<file path="src/rtl/hazard_ctrl_if.sv">
// hazard_ctrl_if -- bundle between the pipeline datapath and hazard_ctrl.
// The datapath side (master) presents the ID-stage decode fields and the
// EX-stage redirect flags; the hazard unit (slave) returns the pipeline
// control (stall/flush), operand-forwarding selects and event counters.
interface hazard_ctrl_if #(
   parameter int RW = 5,   // register-index width
   parameter int CW = 16   // performance counter width
);
   // ID-stage instruction description
   logic          id_valid;
   logic [RW-1:0] id_ra;
   logic [RW-1:0] id_rb;
   logic          id_ra_use;
   logic          id_rb_use;
   logic [RW-1:0] id_rd;
   logic          id_we;
   logic          id_is_ld;

   // EX-stage control-flow redirect
   logic          ex_brc;
   logic          ex_jump;

   // Pipeline control returned by the hazard unit
   logic          stall;
   logic          flush;
   logic [1:0]    fwd_a;
   logic [1:0]    fwd_b;
   logic [CW-1:0] stall_cnt;
   logic [CW-1:0] flush_cnt;

   modport master (
      output id_valid, id_ra, id_rb, id_ra_use, id_rb_use,
             id_rd, id_we, id_is_ld, ex_brc, ex_jump,
      input  stall, flush, fwd_a, fwd_b, stall_cnt, flush_cnt
   );

   modport slave (
      input  id_valid, id_ra, id_rb, id_ra_use, id_rb_use,
             id_rd, id_we, id_is_ld, ex_brc, ex_jump,
      output stall, flush, fwd_a, fwd_b, stall_cnt, flush_cnt
   );
endinterface

</file>
<file path="src/rtl/hazard_ctrl.sv">
// hazard_ctrl -- data/control hazard unit for a 5-stage in-order pipeline.
//
// The unit mirrors the EX, MEM and WB stages with small shadow slots
// ({valid, rd, we, is_ld}) and compares them against the source registers
// of the instruction sitting in ID.
//
// Build option: HAZARD_FWD_EN
//   defined   : operands are forwarded from EX/MEM (fwd=01) or MEM/WB
//               (fwd=10); only a load immediately ahead of its consumer
//               costs one stall cycle.
//   undefined : no forwarding (fwd always 00); a consumer stalls while its
//               producer sits in the EX or MEM slot (up to two cycles).
//               The register file writes through in WB, so a WB producer
//               never costs a stall.
//
// Branch/jump redirects from EX (ex_brc/ex_jump) flush IF/ID and ID/EX and
// take priority over any stall. Stall and flush cycles are counted in
// saturating counters.
module hazard_ctrl #(
   parameter int RW = 5,
   parameter int CW = 16
) (
   input  logic         CLK,
   input  logic         RSTn,
   hazard_ctrl_if.slave bus
);

   // ------------------------------------------------------------------
   // Shadow pipeline slots and FSM state
   // ------------------------------------------------------------------
   typedef struct packed {
      logic          valid;
      logic [RW-1:0] rd;
      logic          we;
      logic          is_ld;
   } slot_t;

   typedef enum logic [1:0] {
      ST_RUN   = 2'd0,
      ST_STALL = 2'd1,
      ST_FLUSH = 2'd2
   } state_t;

   slot_t         ex_reg;
   slot_t         mem_reg;
   slot_t         wb_reg;
   state_t        state_reg;
   logic [CW-1:0] stall_cnt_reg;
   logic [CW-1:0] flush_cnt_reg;

   // ------------------------------------------------------------------
   // Source-hit detection
   // ------------------------------------------------------------------
   // A slot hits a source when it holds a real register-writing
   // instruction whose destination is that source and the ID instruction
   // actually reads it.
   function automatic logic slot_hits(input slot_t         s,
                                      input logic [RW-1:0] src,
                                      input logic          src_used);
      return s.valid && s.we && (s.rd == src) && src_used;
   endfunction

   logic ex_hit_a;
   logic ex_hit_b;
   logic mem_hit_a;
   logic mem_hit_b;
   logic wb_hit_a;
   logic wb_hit_b;

   assign ex_hit_a  = slot_hits(ex_reg,  bus.id_ra, bus.id_ra_use);
   assign ex_hit_b  = slot_hits(ex_reg,  bus.id_rb, bus.id_rb_use);
   assign mem_hit_a = slot_hits(mem_reg, bus.id_ra, bus.id_ra_use);
   assign mem_hit_b = slot_hits(mem_reg, bus.id_rb, bus.id_rb_use);
   assign wb_hit_a  = slot_hits(wb_reg,  bus.id_ra, bus.id_ra_use);
   assign wb_hit_b  = slot_hits(wb_reg,  bus.id_rb, bus.id_rb_use);

   // ------------------------------------------------------------------
   // Hazard decision
   // ------------------------------------------------------------------
   logic       flush_c;
   logic       hazard_c;
   logic       stall_c;
   logic [1:0] fwd_a_c;
   logic [1:0] fwd_b_c;

   // Redirects are ignored while reset is held so the pipeline comes out
   // of reset in a quiet state.
   assign flush_c = RSTn && (bus.ex_brc || bus.ex_jump);

`ifdef HAZARD_FWD_EN
   // Only a load still in EX cannot be forwarded in time: its data appears
   // at the end of MEM, so the consumer waits one cycle and then picks the
   // value up from EX/MEM.
   assign hazard_c = bus.id_valid && ex_reg.is_ld && (ex_hit_a || ex_hit_b);

   // Operand select: the youngest producer (MEM) wins over the older (WB).
   always_comb begin
      fwd_a_c = 2'b00;
      fwd_b_c = 2'b00;
      if (RSTn && bus.id_valid) begin
         if (mem_hit_a)
            fwd_a_c = 2'b01;
         else if (wb_hit_a)
            fwd_a_c = 2'b10;

         if (mem_hit_b)
            fwd_b_c = 2'b01;
         else if (wb_hit_b)
            fwd_b_c = 2'b10;
      end
   end
`else
   // Without bypass paths any producer still in EX or MEM must retire to
   // WB (write-through register file) before the consumer may read.
   assign hazard_c = bus.id_valid &&
                     (ex_hit_a || ex_hit_b || mem_hit_a || mem_hit_b);

   // Operands always come from the register file.
   always_comb begin
      fwd_a_c = 2'b00;
      fwd_b_c = 2'b00;
   end
`endif

   // A flush squashes the stalled instruction anyway, so it wins.
   assign stall_c = RSTn && hazard_c && !flush_c;

   assign bus.stall     = stall_c;
   assign bus.flush     = flush_c;
   assign bus.fwd_a     = fwd_a_c;
   assign bus.fwd_b     = fwd_b_c;
   assign bus.stall_cnt = stall_cnt_reg;
   assign bus.flush_cnt = flush_cnt_reg;

   // ------------------------------------------------------------------
   // Shadow pipeline advance and pipeline-mode FSM
   // ------------------------------------------------------------------
   // Slots shift every cycle; EX takes the ID instruction unless it is
   // being held (stall) or squashed (flush), in which case a bubble enters.
   // The FSM records whether the previous cycle stalled or flushed; a
   // repeated flush simply keeps it in FLUSH.
   always_ff @(posedge CLK) begin
      if (!RSTn) begin
         ex_reg    <= '0;
         mem_reg   <= '0;
         wb_reg    <= '0;
         state_reg <= ST_RUN;
      end else begin
         wb_reg  <= mem_reg;
         mem_reg <= ex_reg;

         if (stall_c || flush_c) begin
            ex_reg <= '0;
         end else begin
            ex_reg.valid <= bus.id_valid;
            ex_reg.rd    <= bus.id_rd;
            ex_reg.we    <= bus.id_we;
            ex_reg.is_ld <= bus.id_is_ld;
         end

         if (flush_c)
            state_reg <= ST_FLUSH;
         else if (stall_c)
            state_reg <= ST_STALL;
         else
            state_reg <= ST_RUN;
      end
   end

   // ------------------------------------------------------------------
   // Saturating performance counters
   // ------------------------------------------------------------------
   // Count stall and flush cycles; each counter parks at all-ones.
   always_ff @(posedge CLK) begin
      if (!RSTn) begin
         stall_cnt_reg <= '0;
         flush_cnt_reg <= '0;
      end else begin
         if (stall_c && (stall_cnt_reg != {CW{1'b1}}))
            stall_cnt_reg <= stall_cnt_reg + 1'b1;
         if (flush_c && (flush_cnt_reg != {CW{1'b1}}))
            flush_cnt_reg <= flush_cnt_reg + 1'b1;
      end
   end

   // Fields that only one build flavour consumes, plus the pipeline-mode
   // state that is kept for debug visibility rather than to drive outputs.
   logic unused_sink;
   assign unused_sink = ^{ex_reg.is_ld, mem_reg.is_ld, wb_reg.is_ld,
                          wb_hit_a, wb_hit_b, state_reg};

endmodule

</file>
<file path="src/flat_wrapper.sv">
// flat-port wrapper written by rule: the top's interface ports become plain ports
module hazard_ctrl_flat 
#(
   parameter int RW = 5,
   parameter int CW = 16
)
  (CLK, RSTn, bus_id_valid, bus_id_ra, bus_id_rb, bus_id_ra_use, bus_id_rb_use, bus_id_rd, bus_id_we, bus_id_is_ld, bus_ex_brc, bus_ex_jump, bus_stall, bus_flush, bus_fwd_a, bus_fwd_b, bus_stall_cnt, bus_flush_cnt);
  hazard_ctrl_if #(.RW(RW), .CW(CW)) bus_i ();
  input  logic CLK;
  input  logic RSTn;
  input wire logic [$bits(bus_i.id_valid)-1:0] bus_id_valid;
  input wire logic [$bits(bus_i.id_ra)-1:0] bus_id_ra;
  input wire logic [$bits(bus_i.id_rb)-1:0] bus_id_rb;
  input wire logic [$bits(bus_i.id_ra_use)-1:0] bus_id_ra_use;
  input wire logic [$bits(bus_i.id_rb_use)-1:0] bus_id_rb_use;
  input wire logic [$bits(bus_i.id_rd)-1:0] bus_id_rd;
  input wire logic [$bits(bus_i.id_we)-1:0] bus_id_we;
  input wire logic [$bits(bus_i.id_is_ld)-1:0] bus_id_is_ld;
  input wire logic [$bits(bus_i.ex_brc)-1:0] bus_ex_brc;
  input wire logic [$bits(bus_i.ex_jump)-1:0] bus_ex_jump;
  output wire logic [$bits(bus_i.stall)-1:0] bus_stall;
  output wire logic [$bits(bus_i.flush)-1:0] bus_flush;
  output wire logic [$bits(bus_i.fwd_a)-1:0] bus_fwd_a;
  output wire logic [$bits(bus_i.fwd_b)-1:0] bus_fwd_b;
  output wire logic [$bits(bus_i.stall_cnt)-1:0] bus_stall_cnt;
  output wire logic [$bits(bus_i.flush_cnt)-1:0] bus_flush_cnt;
  assign bus_i.id_valid = bus_id_valid;
  assign bus_i.id_ra = bus_id_ra;
  assign bus_i.id_rb = bus_id_rb;
  assign bus_i.id_ra_use = bus_id_ra_use;
  assign bus_i.id_rb_use = bus_id_rb_use;
  assign bus_i.id_rd = bus_id_rd;
  assign bus_i.id_we = bus_id_we;
  assign bus_i.id_is_ld = bus_id_is_ld;
  assign bus_i.ex_brc = bus_ex_brc;
  assign bus_i.ex_jump = bus_ex_jump;
  assign bus_stall = bus_i.stall;
  assign bus_flush = bus_i.flush;
  assign bus_fwd_a = bus_i.fwd_a;
  assign bus_fwd_b = bus_i.fwd_b;
  assign bus_stall_cnt = bus_i.stall_cnt;
  assign bus_flush_cnt = bus_i.flush_cnt;
  hazard_ctrl #(.RW(RW), .CW(CW)) u_core (.CLK(CLK), .RSTn(RSTn), .bus(bus_i));
endmodule
</file>
<file path="config.mk">
export PLATFORM = sky130hd
export DESIGN_NAME = hazard_ctrl_flat
export DESIGN_NICKNAME = d
export VERILOG_FILES = /design/src/rtl/hazard_ctrl_if.sv /design/src/rtl/hazard_ctrl.sv /design/src/flat_wrapper.sv
export SDC_FILE = /design/constraint.sdc
export NUM_CORES = 1
export LEC_CHECK = 0
export BUFFER_PORTS_ARGS = -buffer_cell sky130_fd_sc_hd__buf_2
export CAP_MARGIN = 20
export CORE_MARGIN = 3
export CORE_UTILIZATION = 58
export CTS_BUF_LIST = sky130_fd_sc_hd__clkbuf_4
export CTS_CLUSTER_DIAMETER = 150
export DETAILED_ROUTE_END_ITERATION = 6
export PLACE_DENSITY = 0.87
export SLEW_MARGIN = 20
export SYNTH_ARGS = -nofsm -noshare
export SYNTH_HDL_FRONTEND = slang
export SYNTH_SLANG_ARGS = --single-unit
</file>
<file path="constraint.sdc">
create_clock -name CLK -period 4.4 [get_ports CLK]
set_input_delay 0.66 -clock CLK [delete_from_list [all_inputs] [get_ports CLK]]
set_output_delay 0.66 -clock CLK [all_outputs]
set_load 0.02 [all_outputs]
</file>
==> results.cfg, run 1 <==
[outcome]
status = complete, no violations

[min_path]
hp-start = u_core.ex_reg[1]
hold_class = reg -> reg
worstHoldPathCells = 1

[floorplanning]
fp-row-count = 21
die_area_um2 = 4590
die_y_um = 67.7
ios = 62
die_w_um = 67.7
core_um2 = 3490
start_util = 0.633

[logic_synthesis]
synth_cell_types = 40
synth.area.mux_share = 0.00905
synth_edf_count = 0
syn_area_um2 = 2210
synth_area_per_cell_um2 = 8.99
ys_top_cells_by_area = dfxtp_1 (42%), xor2_1 (10%), and2_1 (4.8%)
synth_compound_area_frac = 0.0832
synth-xor-area-share = 0.143
yosys_most_used_dff = dfxtp_1
synthSimpleGateAreaFrac = 0.300
yosysTopAreaCellShare = 0.417
yosysMostFrequentCell = dfxtp_1
synth_cells = 246
synthAdderAreaFrac = 0.0113
synth_top_family_by_area = simple AND/OR/NAND/NOR gates
yosysSeqAreaShare = 0.417
synth_common_cells = dfxtp_1 (46), xor2_1 (26), nor2_1 (24)
yosysTopAreaCell = dfxtp_1
synth-seq-cells = 46
synth-async-reset-ratio = 0
yosysWarnings = 0

[route]
drt-initial-drc-count = 107
routed_via_density = 5.31
ant_nets = 0
remaining_drc_errors = 0
drt-wirelength-per-cell_um = 12.7
vias = 1852
drtPass1Iterations = 4
routed_wirelength_um = 4450

[final_layout]
nNetsFinal = 328
utilization = 0.729
multi_input_area_um2 = 1220
antenna_cells = 0
seqCellArea_um2 = 921
drive_gt1_frac = 0.238
nFillCells = 285
syn_to_final_growth_pct = 15.2

[global_routing]
grt_usage = 0.208
grt_max_degree = 30
grt.overflow.total = 0
grt_pass1_vias = 1641
antenna_found_initial = 0
grt_pass1_wl_um = 7200

[timing]
hold_violations = 0
fin_setup_tns_ps = 0
max_slew.worst_pin.slew_ps = 907
slew_headroom = 0.395
fmax_mhz = 365
setup_viol = 0
timing.final.crit_share = 0.622
fin_hold_ws_ps = 489
period_minus_slack_ps = 2740
rsz0062_at_grt = no
finClkSkew_ps = 15.4
drv_slew = 0

[placed_design]
dp.final_hpwl_um = 3300
gp_congestion = 0.760
port_buffers = 56

[critical_path]
critPathLaunch = bus_id_rb[4]
start_kind = primary input
reg2reg_from = u_core.bus.stall_cnt[0]
crit_fanout = 7
worstSetupEndpointType = output port
path_class = in -> out
critical_path_arrival_ps = 2080
r2r_cells = 8
worstPathRequired_ps = 3740

[clock_tree]
clock_path_buffers = 2
clock_latency_ps = 370
cts-root-buf = clkbuf_4
cts_resized = 0
htreeDepth = 2
cts_setup_buffers = 0
numCtsBuffers = 5
hold_buffers = 0
cts_tree = built
clkSinkCount = 46
clkSlewWorstSetupHoldPaths_ps = 130

[power]
power_density_nw_per_um2 = 264
leakage_uw = 0.00106
vdd_drop_max_mv = 0.202

[run]
drv_cap = 0
[cell families after synthesis]
| logic type | count (synthesis) |
|---|---|
| simple gates | 117 |
| flops | 46 |
| xor+xnor | 36 |
| compound gates | 29 |
| buf+inv | 13 |
| fa+ha+maj | 2 |
| mux | 2 |
| other cells | 1 |
[path summary, 6_finish.rpt]
path,endpoint,slack (ps)
hold reg to reg,u_core.mem_reg[1],490
setup / recovery,bus_stall,1660
setup reg to reg,u_core.bus.stall_cnt[13],2120
hold / removal,u_core.mem_reg[1],490
[layout make-up]
type / count / area share
Inverter: 3 / 0.00442
Tap cell: 46 / 0.0226
Sequential cell: 46 / 0.362
Timing Repair Buffer: 56 / 0.110
Multi-Input combinational cell: 190 / 0.480
Clock buffer: 5 / 0.0147
Clock inverter: 3 / 0.00639
[layer usage]
layer | part of all wire | GRT usage | vias up
li1 | - | - | 958
met4 | 0.020 | 0.109 | 0
met5 | 0 | 0 | -
met2 | 0.46 | 0.345 | 54
met3 | 0.053 | 0.0416 | 7
met1 | 0.46 | 0.251 | 833
[metrics by stage]
step / setup WS, ps / area, um^2 / total power (uW) / std cells
floorplan: 2080 / 2220 / 470 / 249
global placement: 1710 / 2490 / 487 / 341
detailed placement: 1670 / 2490 / 489 / 341
CTS: 1670 / 2550 / 680 / 349
global route: 1570 / 2550 / 703 / 349
finish: 1660 / 2550 / 673 / 349
[power by group]
group / total, uW / internal [uW] / switching, uW
logic: 52.9 / 21.3 / 31.6
registers: 427 / 422 / 5.04
clock network: 193 / 59.8 / 133
[critical path: stages]
cell,delay (ps)
buf_2,120
xor2_1,170
nor4_1,340
nand4_1,160
nand4_2,220
and2_1,220
buf_2,180
[placed cells by master (no fill, tap or decap), types with 3 or more instances in the layout]
cell type   n
a21oi_1    13
and2_1     17
and3_1      4
and4_1      3
buf_2      56
clkbuf_4    5
conb_1      4
dfxtp_1    46
inv_1       3
nand2_1    17
nand3_1    13
nand4_1     7
nor2_1     24
nor3_1      5
nor4_1      4
o21ai_0     4
o21ai_1     5
o31ai_1     3
or3_1       6
or4_1       3
xnor2_1    10
xor2_1     26
Note: power is estimated with default switching activity, not from simulation.
==> run 2: changes to the inputs <==
--- a/config.mk
+++ b/config.mk
@@ -8,11 +8,11 @@
 export BUFFER_PORTS_ARGS = -buffer_cell sky130_fd_sc_hd__buf_2
 export CAP_MARGIN = 20
 export CORE_MARGIN = 3
-export CORE_UTILIZATION = 58
+export CORE_UTILIZATION = 54
 export CTS_BUF_LIST = sky130_fd_sc_hd__clkbuf_4
 export CTS_CLUSTER_DIAMETER = 150
 export DETAILED_ROUTE_END_ITERATION = 6
-export PLACE_DENSITY = 0.87
+export PLACE_DENSITY = 0.82
 export SLEW_MARGIN = 20
 export SYNTH_ARGS = -nofsm -noshare
 export SYNTH_HDL_FRONTEND = slang
==> constraint.sdc (replaced) <==
create_clock -name CLK -period 2.8 [get_ports CLK]
set_input_delay 0.42 -clock CLK [delete_from_list [all_inputs] [get_ports CLK]]
set_output_delay 0.42 -clock CLK [all_outputs]
set_load 0.02 [all_outputs]
==> run 2 against run 1 <==
Final area grew 1.2%. Worst hold slack got worse by 240 ps. Sequential cell count stayed put. Clock power up 110%. Combinational power grew 55%. Sequential power is 57% higher. Critical endpoint unchanged. Worst setup slack got worse by 1300 ps. Critical path depth fell by 1. Sequential share of layout area down 0.44 points. Clock skew is 9.3 ps lower. Clock-buffer cell count up 1.
==> results.cfg, run 2 (synthesized netlist as in run 1, its figures left out) <==
[critical_path]
reg2reg_from = u_core.bus.stall_cnt[0]
start_kind = flop
crit_fanout = 7
cp_slowest_cell = dfxtp_1
worstSetupEndpointType = output port
path_class = reg -> out
r2r_end = u_core.bus.stall_cnt[13]
critical_path_arrival_ps = 2010
worst-r2r-setup-slack_ps = 480
cpPeakStageDelay_ps = 360
critPathTopFamily = simple AND/OR/NAND/NOR gates
r2r_cells = 8
path_buf_inv = 1
path_depth = 6
path_cells = xor2_1, nor4_1, nand4_1, nand4_2, and2_1, buf_2
worstPathRequired_ps = 2380
critPathLaunch = u_core.ex_reg[6]

[clock_tree]
numCtsBuffers = 5
clkSinkCount = 46
cts_tree = built
clock_latency_ps = 360
clock_path_buffers = 2
cts_setup_buffers = 0
hold_buffers = 0
cts_resized = 0
htreeDepth = 2
cts-root-buf = clkbuf_4
clkSlewWorstSetupHoldPaths_ps = 130

[floorplanning]
die_area_um2 = 4900
fp-row-count = 22
ios = 62
die_y_um = 70.0
core_um2 = 3800
start_util = 0.582
die_w_um = 70.0

[min_path]
whs_endpoint = u_core.ex_reg[5]
worstHoldPathCells = 2
hp-start = bus_id_rd[3]
hold_class = in -> reg

[timing]
fin_ws_ps = 370
hold_violations = 0
finClkSkew_ps = 6.03
period_minus_slack_ps = 2430
setup_viol = 0
fmax_mhz = 412
fin_setup_tns_ps = 0
drv_slew = 0
timing.final.crit_share = 0.868
slew_headroom = 0.377
max_slew.worst_pin.slew_ps = 933
rsz0062_at_grt = no

[route]
vias = 1908
routed_via_density = 5.44
remaining_drc_errors = 0
drt-wirelength-per-cell_um = 12.9
ant_nets = 0
drt-initial-drc-count = 49
drtPass1Iterations = 4
routed_wirelength_um = 4540

[final_layout]
drive_gt1_frac = 0.244
syn_to_final_growth_pct = 16.6
antenna_cells = 0
nFillCells = 335
final_cell_mix = buf_2 (56), dfxtp_1 (46), xor2_1 (26), nor2_1 (24)
final_common_cell = buf_2
nNetsFinal = 328

[power]
total_power_uw = 1160
power_density_nw_per_um2 = 451
vdd_drop_max_mv = 0.254
leakage_uw = 0.00107

[global_routing]
grt_usage = 0.191
antenna_found_initial = 0
grt_max_degree = 30
grt_pass1_vias = 1798
grt.overflow.total = 0
grt_pass1_wl_um = 7720

[placed_design]
port_buffers = 56
gp_congestion = 0.798
dp.final_hpwl_um = 3370
place_ws_ps = 414

[run]
drv_cap = 0

[outcome]
status = complete, no violations
run 2: cell count changes in the layout (fill, tap and decap cells not counted), sizes merged:
cell and change:
bufinv +1, clkbuf +1, clkinv -3, clkinvlp +1
run 2: where the power goes:
group | internal [uW] | total, uW | switching, uW
combinational | 33.7 | 81.8 | 48.2
sequential | 663 | 671 | 8.05
clock | 198 | 409 | 211
total | 895 | 1160 | 268
run 2: worst reg2reg max path, delay by kind of cell, from the launching register on:
family	cells	cell delay, ps
xor+xnor	1	180
fa+ha+maj	1	220
flops	1	440
simple gates	6	1350
run 2: layer usage:
layer,global-route usage,vias to the layer above,part of all wire
met3,0.0446,10,0.052
met1,0.231,889,0.44
li1,-,962,-
met2,0.320,47,0.49
met4,0.0851,0,0.020
met5,0,-,0
run 2: cell type report:
cell class	count	area [um^2]	share of cell area
multi-input combinational	190	1220	0.474
sequential	46	921	0.357
timing repair buffer	56	280	0.109
tap	48	60.1	0.0233
clock buffer	6	45.0	0.0175
clock inverter	2	37.5	0.0146
inverter	3	11.3	0.00437
run 2: worst max-delay path by stage:
stage / endpoint / slack [ps]
3_5_place_dp: u_core.bus.stall_cnt[14] / 410
5_1_grt: bus_stall / 240
4_1_cts: bus_stall / 350
2_1_floorplan: u_core.bus.stall_cnt[7] / 550
3_3_place_gp: u_core.bus.stall_cnt[14] / 480
6_report: bus_stall / 370
run 2: through the flow:
step	util	hold slack (ps)	instances	area (um^2)
floorplan	-	426	249	2220
global placement	0.657	435	343	2490
detailed placement	0.657	437	343	2490
CTS	0.679	236	351	2580
global route	0.679	237	351	2580
finish	0.679	253	351	2580
==> run 3: changes to the inputs <==
--- a/config.mk
+++ b/config.mk
@@ -5,10 +5,11 @@
 export SDC_FILE = /design/constraint.sdc
 export NUM_CORES = 1
 export LEC_CHECK = 0
+export ABC_AREA = 1
 export BUFFER_PORTS_ARGS = -buffer_cell sky130_fd_sc_hd__buf_2
 export CAP_MARGIN = 20
 export CORE_MARGIN = 3
-export CORE_UTILIZATION = 54
+export CORE_UTILIZATION = 55
 export CTS_BUF_LIST = sky130_fd_sc_hd__clkbuf_4
 export CTS_CLUSTER_DIAMETER = 150
 export DETAILED_ROUTE_END_ITERATION = 6
==> run 3 against run 2 <==
Total power rose by 0.39%. Final cell count rose by 46%. Sequential share of layout area fell by 4.2 points. Synthesized area rose by 15%. Register-to-register slack improved by 300 ps.
==> results.cfg, run 3 <==
[outcome]
status = complete, no violations

[route]
drtPass1Iterations = 4
routed_wirelength_um = 5530
drt-wirelength-per-cell_um = 10.8
routed_via_density = 4.93
remaining_drc_errors = 0
vias = 2522
ant_nets = 0
drt-initial-drc-count = 164

[clock_tree]
hold_buffers = 0
clock_latency_ps = 360
clock_path_buffers = 2
numCtsBuffers = 5
clkSlewWorstSetupHoldPaths_ps = 140
cts-root-buf = clkbuf_4
cts_setup_buffers = 0
cts_resized = 0
clkSinkCount = 46
cts_tree = built
htreeDepth = 2

[logic_synthesis]
yosysWarnings = 0
yosys_most_used_dff = dfxtp_1
yosysSeqAreaShare = 0.361
synth_cells = 403
yosysMostFrequentCell = nand2_1
yosysTopAreaCell = dfxtp_1
synth-seq-cells = 46
yosysTopAreaCellShare = 0.361
synth_cell_types = 26
syn_area_um2 = 2550
synth_common_cells = nand2_1 (132), inv_1 (64), dfxtp_1 (46)
synth_area_per_cell_um2 = 6.32
synth-async-reset-ratio = 0
ys_top_cells_by_area = dfxtp_1 (36%), nand2_1 (19%), inv_1 (9.4%)
synth_edf_count = 0

[power]
vdd_drop_max_mv = 0.329
leakage_uw = 0.00151
total_power_uw = 1170
power_density_nw_per_um2 = 400

[floorplanning]
die_area_um2 = 5480
die_y_um = 74.1
ios = 62
core_um2 = 4410
fp-row-count = 24
start_util = 0.577
die_w_um = 74.1

[timing]
finClkSkew_ps = 7.32
rsz0062_at_grt = no
timing.final.crit_share = 0.788
fmax_mhz = 453
setup_viol = 0
period_minus_slack_ps = 2210
fin_setup_tns_ps = 0
drv_slew = 0
hold_violations = 0

[final_layout]
drive_gt1_frac = 0.159
antenna_cells = 0
final_common_cell = nand2_1
final_cell_mix = nand2_1 (132), inv_1 (64), buf_2 (56), dfxtp_1 (46), nor2_1 (40)
nNetsFinal = 485
syn_to_final_growth_pct = 14.5
instances_no_fill = 512
nFillCells = 421

[placed_design]
dp_cells = 504
dp.final_hpwl_um = 4220
gp_congestion = 0.860
port_buffers = 56

[critical_path]
worstPathRequired_ps = 2380
start_kind = flop
path_class = reg -> out
worst-r2r-setup-slack_ps = 780
crit_fanout = 4
critical_path_arrival_ps = 1790
worstSetupEndpointType = output port

[global_routing]
grt-busiest-layer = met2
gr-usage-met1 = 0.264
grt_pass1_wl_um = 9150
grt_pass1_vias = 2227
grt_max_degree = 23
grt.overflow.total = 0
grt_usage = 0.209
antenna_found_initial = 0
grt_use_met2 = 0.349
grt_use_met3 = 0.0459

[min_path]
hold_class = in -> reg

[run]
drv_cap = 0
[run 3: power by group]
part	leakage (uW)	internal (uW)	switching [uW]	total (uW)
Clock	0.0000450	185	215	400
Combinational	0.00109	33.4	62.9	96.4
Sequential	0.000372	663	7.39	670
[run 3: routing by layer]
metal	share of wire	vias up	routed length [um]
met3	0.061	8	336
li1	-	1345	-
met5	0	-	0
met1	0.47	1101	2600
met4	0.012	0	68
met2	0.46	68	2530
[run 3: kinds of logic after synthesis]
family                   Yosys count  synth area share
AND/OR/NAND/NOR                  217             0.356
AO/OA/AOI/OAI                     43            0.0869
buffers and inverters             77             0.126
other                              1           0.00147
adder cells (fa/ha/maj)            2           0.00982
flip-flops                        46             0.361
XOR/XNOR                          17            0.0584
[run 3: stage by stage]
step           utilization  hold slack [ps]  setup slack, ps  cell area (um^2)
2_1_floorplan            -              413              970              2560
3_3_place_gp         0.643              424              789              2840
3_5_place_dp         0.643              429              739              2840
4_1_cts              0.661              239              583              2920
5_1_grt              0.661              237              402              2920
6_report             0.661              251              594              2920
[run 3: path summary, 6_finish.rpt]
path,start,end,depth (start not counted)
worst max register to register,u_core.bus.flush_cnt[0],u_core.bus.flush_cnt[10],9
worst min register to register,u_core.ex_reg[1],u_core.mem_reg[1],2
worst min-delay path,bus_id_rd[0],u_core.ex_reg[2],3
worst max-delay path,u_core.ex_reg[4],bus_stall,11
[run 3: worst max-delay path, stage by stage, from the launching register on]
cell and delay (ps):
dfxtp_1 420, inv_2 50, nand2_1 50, nand2_1 70, nor2_1 120, nand3_1 70
nand2_1 70, nand2_1 50, nand2_2 110, nand2_1 90, nor3_1 130, buf_2 190
[run 3: final cells by class]
class,count,area (um^2),share of cell area
clock inverter,3,40.0,0.0137
tap,52,65.1,0.0223
timing repair buffer,57,288,0.0987
sequential,46,921,0.316
inverter,66,248,0.0849
multi-input combinational,283,1320,0.452
clock buffer,5,37.5,0.0129
